==> config.mk <==
export PLATFORM = sky130hd
export DESIGN_NAME = audio_codec_serdes
export DESIGN_NICKNAME = d
export VERILOG_FILES = /design/src/rtl/audio_codec_serdes.sv
export SDC_FILE = /design/constraint.sdc
export NUM_CORES = 2
export LEC_CHECK = 0
export ABC_AREA = 1
export ABC_CLOCK_PERIOD_IN_PS = 8400
export CAP_MARGIN = 20
export CORE_AREA = 4 4 280 282
export DETAILED_ROUTE_END_ITERATION = 8
export DIE_AREA = 0 0 284 286
export DONT_BUFFER_PORTS = 1
export GPL_ROUTABILITY_DRIVEN = 0
export PLACE_DENSITY = 0.72
export SYNTH_ARGS = -nofsm -noshare
export SYNTH_HDL_FRONTEND = slang
export SYNTH_SLANG_ARGS = --single-unit
==> constraint.sdc <==
create_clock -name clk_clk -period 8.4 [get_ports clk_clk]
set_input_delay 2.1 -clock clk_clk [delete_from_list [all_inputs] [get_ports clk_clk]]
set_output_delay 2.1 -clock clk_clk [all_outputs]
set_load 0.05 [all_outputs]
==> src/rtl/audio_codec_serdes.sv <==
// WM8731 I2S serial front-end (codec is master): ADCDAT -> stereo frame FIFO, and
// stereo frame FIFO -> DACDAT. All codec pins are oversampled on clk_clk.
module audio_codec_serdes #(
  parameter int unsigned DATA_WIDTH = 24,
  parameter int unsigned FIFO_DEPTH = 8
) (
  input  logic                      clk_clk,
  input  logic                      reset_reset_n,
  input  logic                      codec_bclk,
  input  logic                      codec_adclrck,
  input  logic                      codec_adcdat,
  input  logic                      codec_daclrck,
  output logic                      codec_dacdat,
  output logic [2*DATA_WIDTH-1:0]   adc_data,
  output logic                      adc_valid,
  input  logic                      adc_ready,
  input  logic [2*DATA_WIDTH-1:0]   dac_data,
  input  logic                      dac_valid,
  output logic                      dac_ready,
  output logic                      adc_overrun,
  output logic                      dac_underrun,
  input  logic                      clear_flags
);

  localparam int unsigned FW = 2 * DATA_WIDTH;
  localparam int unsigned AW = (FIFO_DEPTH > 1) ? $clog2(FIFO_DEPTH) : 1;
  localparam int unsigned LW = AW + 1;
  localparam int unsigned CW = $clog2(DATA_WIDTH + 1);
  localparam logic [CW-1:0] W_LEN  = CW'(DATA_WIDTH);
  localparam logic [CW-1:0] W_LAST = CW'(DATA_WIDTH - 1);
  localparam logic [LW-1:0] DEPTH  = LW'(FIFO_DEPTH);

  // Synchronizers, bit order {adcdat, daclrck, adclrck, bclk}
  logic [3:0] r_sync1, r_sync2;
  logic       r_bclk_prev, r_adc_lrck_prev, r_dac_lrck_prev;
  logic       w_bclk, w_adclrck, w_daclrck, w_adcdat;
  logic       w_rise, w_fall, w_adc_chg, w_dac_chg;

  assign w_bclk    = r_sync2[0];
  assign w_adclrck = r_sync2[1];
  assign w_daclrck = r_sync2[2];
  assign w_adcdat  = r_sync2[3];
  assign w_rise    = w_bclk & ~r_bclk_prev;
  assign w_fall    = ~w_bclk & r_bclk_prev;
  assign w_adc_chg = w_rise & (w_adclrck != r_adc_lrck_prev);
  assign w_dac_chg = w_fall & (w_daclrck != r_dac_lrck_prev);

  always_ff @(posedge clk_clk or negedge reset_reset_n) begin
    if (!reset_reset_n) begin
      r_sync1         <= '0;
      r_sync2         <= '0;
      r_bclk_prev     <= 1'b0;
      r_adc_lrck_prev <= 1'b0;
      r_dac_lrck_prev <= 1'b0;
    end else begin
      r_sync1     <= {codec_adcdat, codec_daclrck, codec_adclrck, codec_bclk};
      r_sync2     <= r_sync1;
      r_bclk_prev <= w_bclk;
      if (w_rise) r_adc_lrck_prev <= w_adclrck;
      if (w_fall) r_dac_lrck_prev <= w_daclrck;
    end
  end

  // ADC deserializer. r_adc_sync: an LRCK edge has been seen; r_adc_armed: a left half
  // has started, so a right word may complete a frame.
  logic                  r_adc_sync, r_adc_armed, r_adc_ch;
  logic [CW-1:0]         r_adc_bitcnt;
  logic [DATA_WIDTH-1:0] r_adc_word, r_adc_left, w_adc_align;
  logic                  w_adc_active, w_adc_push;
  logic [FW-1:0]         w_adc_frame;

  assign w_adc_active = r_adc_bitcnt < W_LEN;
  // Left-justify a partially captured word so missing LSBs read as zero
  assign w_adc_align  = r_adc_word << (W_LEN - r_adc_bitcnt);

  always_comb begin
    w_adc_push  = 1'b0;
    w_adc_frame = {r_adc_left, w_adc_align};
    if (w_adc_chg) begin
      w_adc_push = r_adc_sync & r_adc_armed & r_adc_ch & w_adc_active;
    end else if (w_rise && r_adc_sync && r_adc_ch && r_adc_bitcnt == W_LAST) begin
      w_adc_push  = r_adc_armed;
      w_adc_frame = {r_adc_left, r_adc_word[DATA_WIDTH-2:0], w_adcdat};
    end
  end

  always_ff @(posedge clk_clk or negedge reset_reset_n) begin
    if (!reset_reset_n) begin
      r_adc_sync   <= 1'b0;
      r_adc_armed  <= 1'b0;
      r_adc_ch     <= 1'b0;
      r_adc_bitcnt <= '0;
      r_adc_word   <= '0;
      r_adc_left   <= '0;
    end else if (w_adc_chg) begin
      r_adc_sync   <= 1'b1;
      r_adc_ch     <= w_adclrck;
      r_adc_bitcnt <= '0;
      r_adc_word   <= '0;
      if (w_adclrck) r_adc_left  <= w_adc_align;
      else           r_adc_armed <= 1'b1;
    end else if (w_rise && r_adc_sync && w_adc_active) begin
      r_adc_word   <= {r_adc_word[DATA_WIDTH-2:0], w_adcdat};
      r_adc_bitcnt <= r_adc_bitcnt + CW'(1);
    end
  end

  // ADC FIFO, show-ahead
  logic [FW-1:0] r_adc_mem [FIFO_DEPTH];
  logic [AW-1:0] r_adc_wptr, r_adc_rptr;
  logic [LW-1:0] r_adc_cnt, w_adc_cnt_d;
  logic          r_adc_valid, r_adc_overrun;
  logic          w_adc_pop, w_adc_full, w_adc_wr, w_adc_drop;

  assign w_adc_pop   = r_adc_valid & adc_ready;
  assign w_adc_full  = (r_adc_cnt == DEPTH);
  assign w_adc_wr    = w_adc_push & (~w_adc_full | w_adc_pop);
  assign w_adc_drop  = w_adc_push & ~w_adc_wr;
  assign w_adc_cnt_d = r_adc_cnt + LW'(w_adc_wr) - LW'(w_adc_pop);

  always_ff @(posedge clk_clk or negedge reset_reset_n) begin
    if (!reset_reset_n) begin
      for (int unsigned i = 0; i < FIFO_DEPTH; i++) r_adc_mem[i] <= '0;
      r_adc_wptr    <= '0;
      r_adc_rptr    <= '0;
      r_adc_cnt     <= '0;
      r_adc_valid   <= 1'b0;
      r_adc_overrun <= 1'b0;
    end else begin
      if (w_adc_wr) begin
        r_adc_mem[r_adc_wptr] <= w_adc_frame;
        r_adc_wptr            <= r_adc_wptr + AW'(1);
      end
      if (w_adc_pop) r_adc_rptr <= r_adc_rptr + AW'(1);
      r_adc_cnt     <= w_adc_cnt_d;
      r_adc_valid   <= (w_adc_cnt_d != '0);
      r_adc_overrun <= w_adc_drop | (r_adc_overrun & ~clear_flags);
    end
  end

  assign adc_data    = r_adc_mem[r_adc_rptr];
  assign adc_valid   = r_adc_valid;
  assign adc_overrun = r_adc_overrun;

  // DAC FIFO
  logic [FW-1:0] r_dac_mem [FIFO_DEPTH];
  logic [AW-1:0] r_dac_wptr, r_dac_rptr;
  logic [LW-1:0] r_dac_cnt, w_dac_cnt_d;
  logic          r_dac_ready, r_dac_underrun;
  logic          w_dac_push, w_dac_pop, w_dac_empty, w_dac_lfall;
  logic [FW-1:0] w_dac_head;

  assign w_dac_lfall = w_dac_chg & ~w_daclrck;
  assign w_dac_empty = (r_dac_cnt == '0);
  assign w_dac_push  = dac_valid & r_dac_ready;
  assign w_dac_pop   = w_dac_lfall & ~w_dac_empty;
  assign w_dac_head  = r_dac_mem[r_dac_rptr];
  assign w_dac_cnt_d = r_dac_cnt + LW'(w_dac_push) - LW'(w_dac_pop);

  always_ff @(posedge clk_clk or negedge reset_reset_n) begin
    if (!reset_reset_n) begin
      for (int unsigned i = 0; i < FIFO_DEPTH; i++) r_dac_mem[i] <= '0;
      r_dac_wptr     <= '0;
      r_dac_rptr     <= '0;
      r_dac_cnt      <= '0;
      r_dac_ready    <= 1'b0;
      r_dac_underrun <= 1'b0;
    end else begin
      if (w_dac_push) begin
        r_dac_mem[r_dac_wptr] <= dac_data;
        r_dac_wptr            <= r_dac_wptr + AW'(1);
      end
      if (w_dac_pop) r_dac_rptr <= r_dac_rptr + AW'(1);
      r_dac_cnt      <= w_dac_cnt_d;
      r_dac_ready    <= (w_dac_cnt_d != DEPTH);
      r_dac_underrun <= (w_dac_lfall & w_dac_empty) | (r_dac_underrun & ~clear_flags);
    end
  end

  assign dac_ready    = r_dac_ready;
  assign dac_underrun = r_dac_underrun;

  // DAC serializer: delay bit on the LRCK-change fall, then MSB..LSB, then zeros
  logic [DATA_WIDTH-1:0] r_dac_shift, r_dac_right;
  logic [CW-1:0]         r_dac_bitcnt;
  logic                  r_dacdat;

  always_ff @(posedge clk_clk or negedge reset_reset_n) begin
    if (!reset_reset_n) begin
      r_dac_shift  <= '0;
      r_dac_right  <= '0;
      r_dac_bitcnt <= '0;
      r_dacdat     <= 1'b0;
    end else if (w_dac_chg) begin
      r_dacdat     <= 1'b0;
      r_dac_bitcnt <= '0;
      if (w_daclrck) begin
        r_dac_shift <= r_dac_right;
      end else if (!w_dac_empty) begin
        r_dac_shift <= w_dac_head[FW-1:DATA_WIDTH];
        r_dac_right <= w_dac_head[DATA_WIDTH-1:0];
      end else begin
        r_dac_shift <= '0;
        r_dac_right <= '0;
      end
    end else if (w_fall) begin
      if (r_dac_bitcnt < W_LEN) begin
        r_dacdat     <= r_dac_shift[DATA_WIDTH-1];
        r_dac_shift  <= {r_dac_shift[DATA_WIDTH-2:0], 1'b0};
        r_dac_bitcnt <= r_dac_bitcnt + CW'(1);
      end else begin
        r_dacdat <= 1'b0;
      end
    end
  end

  assign codec_dacdat = r_dacdat;

endmodule

# Word-level counts from Yosys, hierarchy flattened

Cells that the tools add are included.

Bits in registers: 913
Output and inout bits: 53
Word-level logic and storage cells: 144
Input port bits: 57

Multiplexer cells: 32
Shift operators: 1
Magnitude comparators: 8
Reduce and logical (&&, ||, !) cells: 15
Bitwise operators: 31
Eq/ne operators: 5
$add $sub $neg: 11

Operator list:

| kind                                                                 | count |
|---|---|
| 384-bit bitwise mux                                                  | 2 |
| 48-bit binary-select mux with 3-bit select                           | 2 |
| 48-bit demux with 3-bit select                                       | 2 |
| 48-bit two-way mux                                                   | 6 |
| 24-bit two-way mux                                                   | 10 |
| 5-bit two-way mux                                                    | 5 |
| 24-bit by 5-bit left shift with 24-bit output                        | 1 |
| 1-bit bitwise AND                                                    | 16 |
| 4-bit >= comparator, second input constant                           | 4 |
| 3-bit NOT with 4-bit output                                          | 4 |
| 3-bit by 1-bit adder with 3-bit output, second input constant        | 4 |
| 5-bit by 1-bit adder with 5-bit output, second input constant        | 2 |
| 5-bit < comparator, second input constant                            | 2 |
| 4-bit by 1-bit adder with 4-bit output                               | 2 |
| 4-bit by 1-bit < comparator with 1-bit output, second input constant | 2 |
| 1-bit NOT                                                            | 8 |
| 2-bit AND reduction                                                  | 4 |
| 4-bit by 1-bit subtractor with 4-bit output                          | 2 |
| 1-bit logical AND                                                    | 6 |
| 2-bit nonzero test                                                   | 3 |
| 5-bit == test, second input constant                                 | 1 |
| 1-bit two-way mux                                                    | 5 |
| 5-bit subtractor, first input constant                               | 1 |
| 4-bit == test, second input constant                                 | 1 |
| 5 further kinds                                                      | 8 |

# Depth between registers and ports, before layout

Word-level depth: 11
Gate-level depth with buffers: 18
Gate-level depth less buffers: 16

# Least setup slack after synthesis

OpenSTA, ideal clock, no wires.

Kind: reg-to-output
Start point: register r_adc_rptr[0]
End point: output port adc_data[35]
Data arrival time: 2,314 ps
Cell stages (with the launch flop): 9
Data required time: 6,300 ps
Setup slack: 3,986 ps
Buffers on the path: 3
Path through: dfrtp_1 -> inv_1 -> clkbuf_1 -> buf_2 -> buf_1 -> nor2_1 -> o22ai_1 -> nor2_1 -> a31oi_1

Cells in the longest elaborated chain, start to end: 4

RTL lines:

| element                                               | RTL line | text |
|---|---|---|
| from (decl)                                           | 110      | `logic [AW-1:0] r_adc_wptr, r_adc_rptr;` |
| from (signal assigned)                                | 134      | `if (w_adc_pop) r_adc_rptr <= r_adc_rptr + AW'(1);` |
| 3-bit NOT with 4-bit output (not written as such)     | 141      | `assign adc_data = r_adc_mem[r_adc_rptr];` |
| 48-bit binary-select mux with 3-bit select            | 141      |  |
| 48-bit two-way mux (not written as such) (2 in a row) | 141      |  |
| to (decl)                                             | 14       | `output logic [2*DATA_WIDTH-1:0] adc_data,` |

Every way passes these cells. The select of a mux whose other input is x is not followed.

# Worst setup path after layout

Start point: register r_adc_rptr[0]
End point: output port adc_data[29]

Same word-level chain as after synthesis.

==> summary.txt <==
Final hold vios: 0
Crit end category: output port
Asr flop ratio synth: 100%
Setup TNS Final: 0 ps
Die area: 0.0812 mm2
Fin nets: 4,936
Fmax achieved: 166 MHz
Outcome: finished, final reports clean
Post-CTS Resized: 0
Crit path launch: r_adc_rptr[0]
H-tree depth: 3
Post-synthesis cell count: 5,037
Yosys reg bits: 913
Period utilization: 71.8%
Clk Latency, worst-skew pair: 640 ps
Die H: 286 um
CP arrival: 3930 ps
Ys flop type: dfrtp_1
GRT overflow: 0
Min Tclk post-route: 6030 ps
Layout cells sized above 1: 5.72%
Core ar.: 0.0757 mm2
Synth area leaders: dfrtp_1, o21ai_0, nand2_1
Clock Sink Count: 913
Number of synthesized flops with an enable pin: 0
Via Count: 34,475
R2R Path Start: r_adc_bitcnt[0]
Multi-input logic area: 0.0165 mm2
NetSw: 6730 uW
Clock root buffer master: clkbuf_16
Final WL: 112,000 um
Clock network power share: 25.2%
Worst clock skew: 33.6 ps
CP max stage delay: 870 ps
Switch share: 40.6%
# IOs: 110
Initial antenna violation count: 8
Clock buffer depth: 3
Crit-path slowest cell: a31oi_1
Row count: 101
Relative slew margins: 5.64%
Seq pwr share: 37.8%
All-Layer GR Usage: 27.2%
Area grow syn2layout: 9.39%
Cell chain of the critical path: buf_4, o21ai_0, o22ai_1, nor2_1, a31oi_1
Largest area contributor in the netlist: dfrtp_1
Vias/cell: 5.83
Final Max Tran Viols: 0
Worst slew pin tran: 1420 ps
Startpoint types: register
Internal Dissipation: 9860 uW
Number of global-route vias before repair: 32,918
Syn nets: 5,112
CP Data Required Time: 6300 ps
First-pass DRT Iterations: 6
Area share of the largest cell type after synthesis: 55.3%
Reg clk slew, reported paths: 60 ps
HPWL Detailed: 60,900 um
Post-synth top cells: nand2_1, o21ai_0, dfrtp_1
Register area share after synthesis: 55.3%
WL/cell: 18.9 um
CTS tree: done
Worst Hold Slack: 349 ps
Critical Path Sink: adc_data[29]
RSZ-0062 raised after global routing: false
Number of synthesis warnings: 0
Post-CTS setup buffer count: 0
Syn Area/Cell: 8.20 um2
Post-route DRC: 0
Final Setup Violations: 0
Count leader, synth: nand2_1
Comb pwr share: 37.1%
CP max FO: 93
Reg2Reg Depth: 10
Netlist cell types: 41
Critical path type: register to output port
Register area: 0.0229 mm2
Flop2flop setup slack: 3440 ps
Worst hold path type: register to register
Initial drt markers: 3,770
Post-DRT Antenna Nets: 0
LEAKAGE: 0.0213 uW
Total power per unit cell area: 367 mW/mm2
Largest net degree at the start of global routing: 914
Worst flop-to-flop path endpoint: r_adc_mem[291]
Post-synthesis cell area: 0.0413 mm2
Filler cell count: 6,629
Maxcap violations: 0
Peak supply drop: 0.282 mV
Hold Buf Count CTS: 0
PortBufs: 0
CTS Buf Count: 95
First-pass GRT wire length: 180,000 um
Starting Density: 54.6%
Die width: 284 um
## worst min-delay path by stage
stage	end	slack (ps)	startpoint	depth (start not counted)
after floorplan	r_sync2[0]	330	r_sync1[0]	0
after global routing	r_sync2[1]	360	r_sync1[1]	0
final	r_sync2[1]	350	r_sync1[1]	0
after CTS	r_sync2[1]	350	r_sync1[1]	0
after global placement	r_sync2[1]	340	r_sync1[1]	0
after detailed placement	r_sync2[1]	340	r_sync1[1]	0
## metal layers
layer	vias to the layer above	share of wire, %	GRT usage [%]
met5	-	0.042	0
met4	6	4.0	10.6
met3	263	6.3	4.27
met2	1176	48	45.0
met1	16661	42	36.4
li1	16369	-	-
## cell type report
cell class	count	area share, %
sequential	913	50.6
inverter	166	1.40
multi-input combinational	3604	36.5
clock inverter	20	0.495
timing repair buffer	81	1.95
clock buffer	149	6.36
antenna	3	0.0166
tap	978	2.71
## critical path, delay by kind of cell (launching register included)
family / cells / cell delay, ps
AO/OA/AOI/OAI: 3 / 1430
buffers and inverters: 1 / 840
AND/OR/NAND/NOR: 1 / 70
flip-flops: 1 / 830
## through the flow
stage	instances	util, %	setup WS, ps	total power, uW	instance area (um2)
2_1_floorplan	5037	-	3990	10600	41300
3_5_place_dp	5728	55.1	2840	12300	41700
6_report	5914	59.7	2370	16600	45200
5_1_grt	5914	59.7	2220	17700	45200
3_3_place_gp	5722	55.1	2900	12100	41700
4_1_cts	5897	59.2	2150	16500	44800
## power by group through the flow
| stage | registers (uW) | logic [uW] | clock network (uW) |
|---|---|---|---|
| 5_1_grt | 6400 | 6860 | 4450 |
| 2_1_floorplan | 5980 | 4640 | 0 |
| 4_1_cts | 6250 | 5990 | 4240 |
| 6_report | 6270 | 6150 | 4170 |
| 3_5_place_dp | 6310 | 5950 | 0 |
| 3_3_place_gp | 6270 | 5800 | 0 |
## state kept, by name (all words and copies together) (netlist names), 4 cells and up
signal and cells:
r_adc_bitcnt 5, r_adc_cnt 4, r_adc_left 24, r_adc_mem 384
r_adc_word 24, r_dac_bitcnt 5, r_dac_cnt 4, r_dac_mem 384
r_dac_right 24, r_dac_shift 24, r_sync1 4, r_sync2 4
## cell usage in the layout (no fill, tap or decap), types with 4 or more instances in the layout
master,netlist,final
a21oi_1,36,36
a31oi_1,57,57
buf_16,0,13
buf_4,4,67
bufinv_16,0,4
clkbuf_1,272,28
clkbuf_16,0,98
clkbuf_8,0,23
clkinv_2,0,13
dfrtp_1,913,908
ha_1,16,16
inv_1,150,147
inv_2,13,13
nand2_1,1347,1339
nand2_2,4,4
nand2_4,1,9
nand3_1,243,243
nand3_2,6,6
nor2_1,587,585
nor2_4,8,9
nor3_1,6,6
o211ai_1,28,28
o21ai_0,1045,1045
o21ai_1,43,43
o221ai_1,53,53
o22ai_1,89,89
o31ai_1,5,5
xor2_1,9,9
## kinds of logic (layout without fill, tap and decap cells)
kind of cell	Yosys count	count (layout)	share of synthesized area [%]
AND/OR/NAND/NOR	2210	2210	21.2
adder cells (fa/ha/maj)	18	18	0.581
other	0	3	0
AO/OA/AOI/OAI	1363	1363	17.7
buffers and inverters	520	416	4.94
flip-flops	913	913	55.3
XOR/XNOR	13	13	0.294
Note: power is estimated with default switching activity, not from simulation.
